$ cat src/rtl/cart_dl_arbiter.sv
// cart_dl_arbiter: shares one single-port cartridge RAM between the ioctl
// download loader (writes) and a CPU read port, and tracks download status.
// Optional feature macro: CART_DL_ARBITER_CHECKSUM_EN enables the cart_sum
// accumulator; when undefined cart_sum is tied to zero.
module cart_dl_arbiter #(
  parameter logic [11:0] CART_BASE  = 12'h400,
  parameter int unsigned CART_MAX   = 3072,
  parameter logic [7:0]  CART_INDEX = 8'd1
) (
  input  logic        clk,
  input  logic        reset_n,
  input  logic        ioctl_download,
  input  logic [7:0]  ioctl_index,
  input  logic        ioctl_wr,
  input  logic [24:0] ioctl_addr,
  input  logic [7:0]  ioctl_dout,
  output logic        ioctl_wait,
  input  logic        cpu_req,
  input  logic [11:0] cpu_addr,
  output logic [7:0]  cpu_rdata,
  output logic        cpu_ack,
  output logic        cpu_hold,
  output logic        ram_en,
  output logic        ram_we,
  output logic [11:0] ram_addr,
  output logic [7:0]  ram_wdata,
  input  logic [7:0]  ram_rdata,
  output logic        cart_loaded,
  output logic [11:0] cart_len,
  output logic        cart_ovf,
  output logic [7:0]  cart_sum
);

  localparam int unsigned AW = 25;
  localparam int unsigned RW = 12;
  localparam int unsigned DW = 8;
  localparam int unsigned LW = 13;

  localparam logic [1:0] S_IDLE     = 2'd0;
  localparam logic [1:0] S_CPU_RD   = 2'd1;
  localparam logic [1:0] S_CPU_DATA = 2'd2;
  localparam logic [1:0] S_DL_WR    = 2'd3;

  logic [1:0]    rst_sync;
  logic          run;
  logic          dl_active;
  logic          dl_active_q;
  logic          dl_rise;
  logic          dl_fall;
  logic          wr_strobe;
  logic          wr_take;
  logic          wr_drop;
  logic          buf_valid;
  logic [AW-1:0] buf_addr;
  logic [DW-1:0] buf_data;
  logic          in_range;
  logic          fin_pend;
  logic [LW-1:0] len_cand;
  logic [LW-1:0] len_sat;
  logic [LW-1:0] len_next;

  logic [1:0]    state;
  logic [1:0]    state_n;
  logic          ram_en_n;
  logic          ram_we_n;
  logic [RW-1:0] ram_addr_n;
  logic [DW-1:0] ram_wdata_n;
  logic          cpu_ack_n;
  logic          xfer;

  // Reset release synchronizer; assertion stays asynchronous.
  always_ff @(posedge clk or negedge reset_n) begin
    if (!reset_n) rst_sync <= 2'b00;
    else          rst_sync <= {rst_sync[0], 1'b1};
  end

  assign run       = rst_sync[1];
  assign dl_active = ioctl_download && (ioctl_index == CART_INDEX);
  assign dl_rise   = run && dl_active && !dl_active_q;
  assign dl_fall   = run && !dl_active && dl_active_q;
  assign wr_strobe = run && dl_active && ioctl_wr;
  assign wr_take   = wr_strobe && !buf_valid;
  assign wr_drop   = wr_strobe && buf_valid;
  assign in_range  = buf_addr < AW'(CART_MAX);
  assign ioctl_wait = buf_valid;

  // Candidate cart_len: max(current, offset+1), saturated at CART_MAX.
  always_comb begin
    len_cand = LW'(buf_addr[RW-1:0]) + LW'(1);
    len_sat  = (len_cand > LW'(CART_MAX)) ? LW'(CART_MAX) : len_cand;
    len_next = (len_sat > LW'(cart_len)) ? len_sat : LW'(cart_len);
  end

  // Next-state and next-output decode; outputs are registered from these.
  always_comb begin
    state_n     = state;
    ram_en_n    = 1'b0;
    ram_we_n    = 1'b0;
    ram_addr_n  = ram_addr;
    ram_wdata_n = ram_wdata;
    cpu_ack_n   = 1'b0;
    xfer        = 1'b0;
    case (state)
      S_IDLE: begin
        if (run && buf_valid) begin
          state_n = S_DL_WR;
          xfer    = 1'b1;
          if (in_range) begin
            ram_en_n    = 1'b1;
            ram_we_n    = 1'b1;
            ram_addr_n  = CART_BASE + buf_addr[RW-1:0];
            ram_wdata_n = buf_data;
          end
        end else if (run && cpu_req && !cpu_hold && !cpu_ack && !wr_strobe) begin
          state_n    = S_CPU_RD;
          ram_en_n   = 1'b1;
          ram_addr_n = cpu_addr;
        end
      end
      S_CPU_RD:   state_n = S_CPU_DATA;
      S_CPU_DATA: begin
        state_n   = S_IDLE;
        cpu_ack_n = 1'b1;
      end
      S_DL_WR:    state_n = S_IDLE;
      default:    state_n = S_IDLE;
    endcase
  end

  // State and registered RAM/CPU outputs.
  always_ff @(posedge clk or negedge reset_n) begin
    if (!reset_n) begin
      state     <= S_IDLE;
      ram_en    <= 1'b0;
      ram_we    <= 1'b0;
      ram_addr  <= '0;
      ram_wdata <= '0;
      cpu_ack   <= 1'b0;
      cpu_rdata <= '0;
    end else begin
      state     <= state_n;
      ram_en    <= ram_en_n;
      ram_we    <= ram_we_n;
      ram_addr  <= ram_addr_n;
      ram_wdata <= ram_wdata_n;
      cpu_ack   <= cpu_ack_n;
      if (state == S_CPU_DATA) cpu_rdata <= ram_rdata;
    end
  end

  // One-entry loader buffer; emptied when its byte moves to the write stage.
  always_ff @(posedge clk or negedge reset_n) begin
    if (!reset_n) begin
      buf_valid <= 1'b0;
      buf_addr  <= '0;
      buf_data  <= '0;
    end else if (wr_take) begin
      buf_valid <= 1'b1;
      buf_addr  <= ioctl_addr;
      buf_data  <= ioctl_dout;
    end else if (xfer) begin
      buf_valid <= 1'b0;
    end
  end

  // Download edge tracking, CPU hold and cartridge status.
  always_ff @(posedge clk or negedge reset_n) begin
    if (!reset_n) begin
      dl_active_q <= 1'b0;
      cpu_hold    <= 1'b0;
      fin_pend    <= 1'b0;
      cart_loaded <= 1'b0;
      cart_len    <= '0;
      cart_ovf    <= 1'b0;
    end else begin
      if (run) dl_active_q <= dl_active;
      if (dl_rise) begin
        cpu_hold    <= 1'b1;
        fin_pend    <= 1'b0;
        cart_loaded <= 1'b0;
        cart_len    <= '0;
        cart_ovf    <= 1'b0;
      end else begin
        if (cpu_hold && !buf_valid && (state == S_IDLE) && !ioctl_download)
          cpu_hold <= 1'b0;
        if (xfer && in_range) cart_len <= RW'(len_next);
        if ((xfer && !in_range) || wr_drop) cart_ovf <= 1'b1;
        if (dl_fall) begin
          fin_pend <= 1'b1;
        end else if (fin_pend && !buf_valid && (state == S_IDLE)) begin
          fin_pend    <= 1'b0;
          cart_loaded <= (cart_len != '0) && !cart_ovf;
        end
      end
    end
  end

`ifdef CART_DL_ARBITER_CHECKSUM_EN
  logic [DW-1:0] sum_q;

  // Modulo-256 sum of every in-range byte written during the download.
  always_ff @(posedge clk or negedge reset_n) begin
    if (!reset_n)              sum_q <= '0;
    else if (dl_rise)          sum_q <= '0;
    else if (xfer && in_range) sum_q <= sum_q + buf_data;
  end

  assign cart_sum = sum_q;
`else
  assign cart_sum = 8'h00;
`endif

endmodule

$ cat config.mk
export PLATFORM = sky130hd
export DESIGN_NAME = cart_dl_arbiter
export DESIGN_NICKNAME = d
export VERILOG_FILES = /design/src/rtl/cart_dl_arbiter.sv
export SDC_FILE = /design/constraint.sdc
export NUM_CORES = 1
export LEC_CHECK = 0
export BUFFER_PORTS_ARGS = -buffer_cell sky130_fd_sc_hd__buf_2
export CAP_MARGIN = 20
export CORE_ASPECT_RATIO = 0.75
export CORE_UTILIZATION = 45
export DETAILED_ROUTE_END_ITERATION = 6
export PLACE_DENSITY = 0.78
export SLEW_MARGIN = 20
export SYNTH_ARGS = -nofsm -noshare
export SYNTH_HDL_FRONTEND = slang
export SYNTH_SLANG_ARGS = --single-unit
$ cat constraint.sdc
create_clock -name clk -period 5.31 [get_ports clk]
set_input_delay 0.531 -clock clk [delete_from_list [all_inputs] [get_ports clk]]
set_output_delay 0.531 -clock clk [all_outputs]
set_load 0.05 [all_outputs]
# Yosys cells after proc, flatten, opt, wreduce, memory -nomap -nowiden
# Index checks and enable logic that the tools add are counted.
[word_totals] register_bits=86 latch_bits=0 ramBits=0 mem_bits_ro=0 in_bits=66 out_inout_bits=55 elab_cells=106 memories=0
[classes] n_addsub=2 n_mul=0 div=0 magnitude_cmp=3 eq_ne=7 n_shift=0 muxes=31 n_bitwise=0 n_reduce_logical=46
[op_table] operator="$mux W12" n=6
[op_table] operator="$lt A25 B12 Y1 const B" n=1
[op_table] operator="$logic_and A1 B1 Y1" n=21
[op_table] operator="$mux W1" n=21
[op_table] operator="$reduce_bool A2 Y1" n=7
[op_table] operator="$add A12 B1 Y13 const B" n=1
[op_table] operator="$gt A13 B12 Y1" n=1
[op_table] operator="$gt A13 B12 Y1 const B" n=1
[op_table] operator="$mux W13" n=1
[op_table] operator="$add A11 B12 Y12 const A" n=1
[op_table] operator="$reduce_bool A12 Y1" n=1
[op_table] operator="$logic_not A1 Y1" n=9
[op_table] operator="$eq A8 B1 Y1 const B" n=1
[op_table] operator="$pmux W2 S3" n=1
[op_table] operator="$reduce_and A3 Y1" n=2
[op_table] operator="$eq A2 B2 Y1 const B" n=2
[op_table] operator="$mux W2" n=2
[op_table] operator="$ne A2 B2 Y1 const B" n=2
[op_table] operator="$reduce_and A2 Y1" n=2
[op_table] operator="$ne A3 B3 Y1 const B" n=1
[op_table] operator="$reduce_bool A3 Y1" n=1
[op_table] operator="$eq A2 B1 Y1 const B" n=1
[op_table] operator="$logic_not A2 Y1" n=1
[op_table] operator="$reduce_or A2 Y1" n=1
[op_table] operator="$logic_or A1 B1 Y1" n=1

# Longest topological paths before layout
[logic_depth] ltp_word=9 ltp_mapped=18 mapped_depth_nobuf=14

# Least setup slack after synthesis
# No wires, ideal clock.
[synth_timing] kind="register -> register" start="reg buf_addr[1]" end="reg cart_len[1]" setup_time_ns=0.122 arrival_ns=3.849 t_required_ns=5.188 slack_ns=1.340 path_stages_with_launch=19 n_path_buf=4 synth_period_minus_slack_ns=3.970 path_cell_list="dfrtp_1 ha_1 clkbuf_1 nand4b_1 or4_1 nand4_2 nor2_2 a31o_1 buf_6 buf_6 and2_1 ha_1 nor2b_1 o21bai_1 a2111oi_0 o41ai_1 clkbuf_1 nor2_1 a32o_1"
[synth_between] elab_chain_cells=6 elab_cells_between_ends=12 cone_classes="1 x add/sub; 3 x order compare; 4 x mux; 4 x reduce/logical"
[synth_rtl] item="start: declaration" line="54" rtl="logic [AW-1:0] buf_addr;"
[synth_rtl] item="start signal: assignment" line="159" rtl="buf_addr <= ioctl_addr;"
[synth_rtl] item="$add A12 B1 Y13" line="89" rtl="len_cand = LW'(buf_addr[RW-1:0]) + LW'(1);"
[synth_rtl] item="$gt A13 B12 Y1" line="90" rtl="len_sat = (len_cand > LW'(CART_MAX)) ? LW'(CART_MAX) : len_cand;"
[synth_rtl] item="$mux W13" line="90"
[synth_rtl] item="$gt A13 B12 Y1 or $mux W12 (tied branches)" line="91" rtl="len_next = (len_sat > LW'(cart_len)) ? len_sat : LW'(cart_len);"
[synth_rtl] item="$reduce_bool A2 Y1 (no line) or $mux W12 (tied branches)"
[synth_rtl] item="$reduce_and A2 Y1 (no line) or $mux W12 (tied branches)"
[synth_rtl] item="end signal: assignment" line="186" rtl="if (xfer && in_range) cart_len <= RW'(len_next);"
[synth_rtl] item="end: declaration" line="29" rtl="output logic [11:0] cart_len,"
# Several ways; a longest one is shown, not always the timed one. The select of a mux whose other input is x is not followed.
# A chain may end at the register's enable or synchronous reset.

# Worst setup path in the final report
[layout_timing] start="reg buf_addr[0]" end="reg cart_len[5]"
# Same word-level chain as after synthesis.

==> flow_summary.ini <==
[global_route]
wire_length_of_the_first_global_routing_pass_um = 15300
global_route.overflow_total = 0
antenna_violations_before_repair = 0
vias_in_the_first_global_route = 3171
grtUsageTotal_pct = 20.0
maximum_number_of_pins_on_one_net_before_global_route_repair = 87

[run]
timing.max_cap.violations = 0

[worst_setup_path]
critical-path-slowest-cell = sky130_fd_sc_hd__o41ai_2
worst_r2r_path_depth = 14
critical_path_type = reg -> reg
r2r_end = cart_len[5]
worst_reg_to_reg_setup_slack_ns = 0.71
setup.worst_path.start = buf_addr[0]
cp_data_arrival_time_ns = 4.82
rr_startpoint = buf_addr[0]
cp_cell_sequence = ha_1 -> nand4b_1 -> or4_1 -> nand4_2 -> o21a_1 -> a31o_1 -> and2_1 -> ha_1 -> a211oi_1 -> a2111oi_0 -> o41ai_2 -> buf_4 -> nor3_1 -> a32o_1
critical_path.startpoint_type = register
timing.critical_path.to = cart_len[5]
crit_path_frequent_cell = sky130_fd_sc_hd__ha_1
crit_path_max_fanout = 19
critPathRequiredTime_ns = 5.54
timing.critical_path.slowest_cell_delay_ns = 0.67
critical_path_endpoint_category = register

[sta]
timing_hold_violations_final = 0
relSlewSlack_pct = 46.4
timing.final.crit_share_pct = 86.6
tns_ns = 0
setup_viol = 0
period_needed_ns = 4.60
setup_repair_after_global_routing_missed_its_margin = false
timing.fmax_mhz = 217
worst_slew_pin_slew_ns = 0.801
post-route-worst-setup-slack_ns = 0.710
worst_clock_skew_ns = 0.00706
final_max_slew_viol_count = 0

[power_and_ir_drop]
power_per_cell_area_nw_per_um2 = 321
vdd_drop_max_uv = 181
pwr-share-seq_pct = 43.6
switching_share_pct = 32.6
leakagePower_nw = 2.68
power_switching_uw = 555
power.internal_mw = 1.14
p_comb_share_pct = 21.6
power_mw = 1.70
clock_power_share_pct = 34.8

[clock_tree]
post-cts-setup-buffer-count = 0
ctsLongestPathBuffers = 2
htree_num_levels = 3
cts.clk_slew.worst_paths_ns = 0.06
cts-resized-gates = 0
cts_tree = built
ctsHoldBuffers = 0
clock_network_latency_to_the_later_pin_of_the_worst_skew_pair_ns = 0.34
number_of_cts_inserted_buffers = 9
tritoncts_num_sinks = 86
root_buffer = sky130_fd_sc_hd__clkbuf_16

[route]
wire_per_inst_um = 15.6
remaining_drc_errors = 0
totalWireLength_um = 9640
route.vias.total = 3320
drt_iter0_drc = 236
drt_pass1_iterations = 4
ant_nets = 0
post_drt_via_cell_ratio = 5.37

[floorplanning]
io-pin-count = 121
die_area_um2 = 10200
initial_utilization_pct = 47.4
rows = 30
dieHeight_um = 87.6
dieWidth_um = 116
core_region_area_um2 = 9270

[place]
place_worst_setup_slack_ns = 0.738
gp_congestion = 0.893
placedInstanceArea_um2 = 4990
port-buffer-count = 112
detailedPlacementHpwl_um = 7160

[logic_synthesis]
synth.area.top_cells = sky130_fd_sc_hd__dfrtp_1, sky130_fd_sc_hd__mux2_2, sky130_fd_sc_hd__ha_1, sky130_fd_sc_hd__nand2_1, sky130_fd_sc_hd__a32o_1
yosys_most_used_dff = sky130_fd_sc_hd__dfrtp_1
post_synth_edffs = 0
post_synth_num_cell_types = 48
postSynthAreaPerCell_um2 = 11.4
post_synth_inst_count = 384
synth-seq-cells = 86
post-synth-top-area-fraction_pct = 48.9
synth_top_cell_by_area = sky130_fd_sc_hd__dfrtp_1
synth_seq_area_share_pct = 48.9
asyncSetResetFlopFracSynth_pct = 100
synth_area_um2 = 4400
synth.yosys.warnings = 0

[cells_and_area]
postLayoutCoreUtil_pct = 57.0
layout_overhead_on_the_synthesized_area_pct = 20.3
antenna-diode-count = 0
fillers = 804
multi_input_comb_area_um2 = 2070
finish.instance_area_um2 = 5290
sequential_cell_area_um2 = 2150
fin_nets = 566
share_of_final_layout_standard_cells_stronger_than_drive_strength_1_pct = 42.4

[status]
status = complete, no violations

[worst_hold_path]
min-delay-path-class = in -> async
## final cells by class
type                    instances  share of cell area (%)
flip-flops and latches         86                    40.7
multi-input cells             262                    39.1
repair buffers                114                    11.0
clock buffers                  10                    4.52
well taps                     128                    3.03
clock inverters                 6                   0.852
inverters                      12                   0.852
## critical path: cells and delay by family, from the launching register on
| kind | cells | cell delay (ns) |
|---|---|---|
| AO/OA/AOI/OAI | 6 | 1.95 |
| adder cells (fa/ha/maj) | 2 | 0.62 |
| flip-flops | 1 | 0.51 |
| AND/OR/NAND/NOR | 5 | 1.06 |
| buffers and inverters | 1 | 0.33 |
## cell families after synthesis
logic type / synth area share (%)
compound gates: 6.97
xor+xnor: 1.79
fa+ha+maj: 4.27
buf+inv: 5.15
flops: 48.9
mux: 19.1
other cells: 0.171
simple gates: 13.6
## how the worst min path moves through the flow
stage	endpoint	cells after the start	from	slack (ns)
after floorplan	buf_addr[0]	0	reset_n	0.24
after global placement	rst_sync[1]	0	rst_sync[0]	0.34
after detailed placement	rst_sync[1]	0	rst_sync[0]	0.34
after CTS	rst_sync[1]	0	rst_sync[0]	0.35
after global routing	rst_sync[1]	1	reset_n	0.32
final	cart_loaded	1	reset_n	0.20
## cell usage in the layout, fill, tap and decap left out, types with 3 or more instances in the layout
master                         n
sky130_fd_sc_hd__clkinvlp_4    3
sky130_fd_sc_hd__xor2_1        4
sky130_fd_sc_hd__and2_1        7
sky130_fd_sc_hd__nor4_1        8
sky130_fd_sc_hd__nand3_1      10
sky130_fd_sc_hd__mux2_2       72
sky130_fd_sc_hd__a21o_1        3
sky130_fd_sc_hd__nor3_1       10
sky130_fd_sc_hd__o21ai_0       6
sky130_fd_sc_hd__nand2_1      28
sky130_fd_sc_hd__nor2_1       23
sky130_fd_sc_hd__a21oi_1       7
sky130_fd_sc_hd__buf_2       111
sky130_fd_sc_hd__nand4_1       5
sky130_fd_sc_hd__clkbuf_16     9
sky130_fd_sc_hd__dfrtp_1      86
sky130_fd_sc_hd__inv_1        12
sky130_fd_sc_hd__conb_1        9
sky130_fd_sc_hd__ha_1         15
sky130_fd_sc_hd__a32o_1       10
sky130_fd_sc_hd__xnor2_1       5
sky130_fd_sc_hd__nor2b_1       5
sky130_fd_sc_hd__mux2i_1       3
## state kept, by name, indices dropped and copies added, names as in the netlist
| signal | count |
|---|---|
| cart_loaded | 1 |
| cart_len | 12 |
| state | 2 |
| ram_wdata | 8 |
| ram_en | 1 |
| cpu_ack | 1 |
| cart_ovf | 1 |
| ram_we | 1 |
| buf_addr | 25 |
| dl_active_q | 1 |
| rst_sync | 2 |
| ram_addr | 12 |
| cpu_hold | 1 |
| fin_pend | 1 |
| cpu_rdata | 8 |
| buf_data | 8 |
| ioctl_wait | 1 |
## cell usage after synthesis, drive strengths merged (5+ instances only)
| library cell | instances |
|---|---|
| dfrtp | 86 |
| a32o | 10 |
| mux2 | 72 |
| a21oi | 7 |
| nor2 | 25 |
| inv | 12 |
| nand4 | 7 |
| nor2b | 5 |
| clkbuf | 11 |
| o21ai | 6 |
| nor4 | 8 |
| nand2 | 28 |
| nand3 | 10 |
| ha | 15 |
| buf | 20 |
| and2 | 7 |
| xnor2 | 5 |
| nor3 | 10 |
## per-stage QoR
step,std cells,hold WS [ns]
finish,618,0.196
global route,618,0.321
CTS,618,0.351
detailed placement,602,0.336
global placement,602,0.335
floorplan,391,0.235
## metal layers
metal	track usage [%]	up-vias	part of all wire [%]
li1	-	1559	-
met1	25.2	1605	44
met2	31.7	142	45
met3	7.40	14	9.8
met4	6.99	0	1.2
met5	0	-	0
## power by group through the flow
stage / Sequential [mW] / Combinational (mW) / Clock, mW
CTS: 0.741 / 0.368 / 0.609
global placement: 0.750 / 0.362 / 0
global route: 0.747 / 0.391 / 0.634
detailed placement: 0.753 / 0.368 / 0
floorplan: 0.927 / 0.0925 / 0
finish: 0.740 / 0.367 / 0.592
Note: power is estimated with default switching activity, not from simulation.
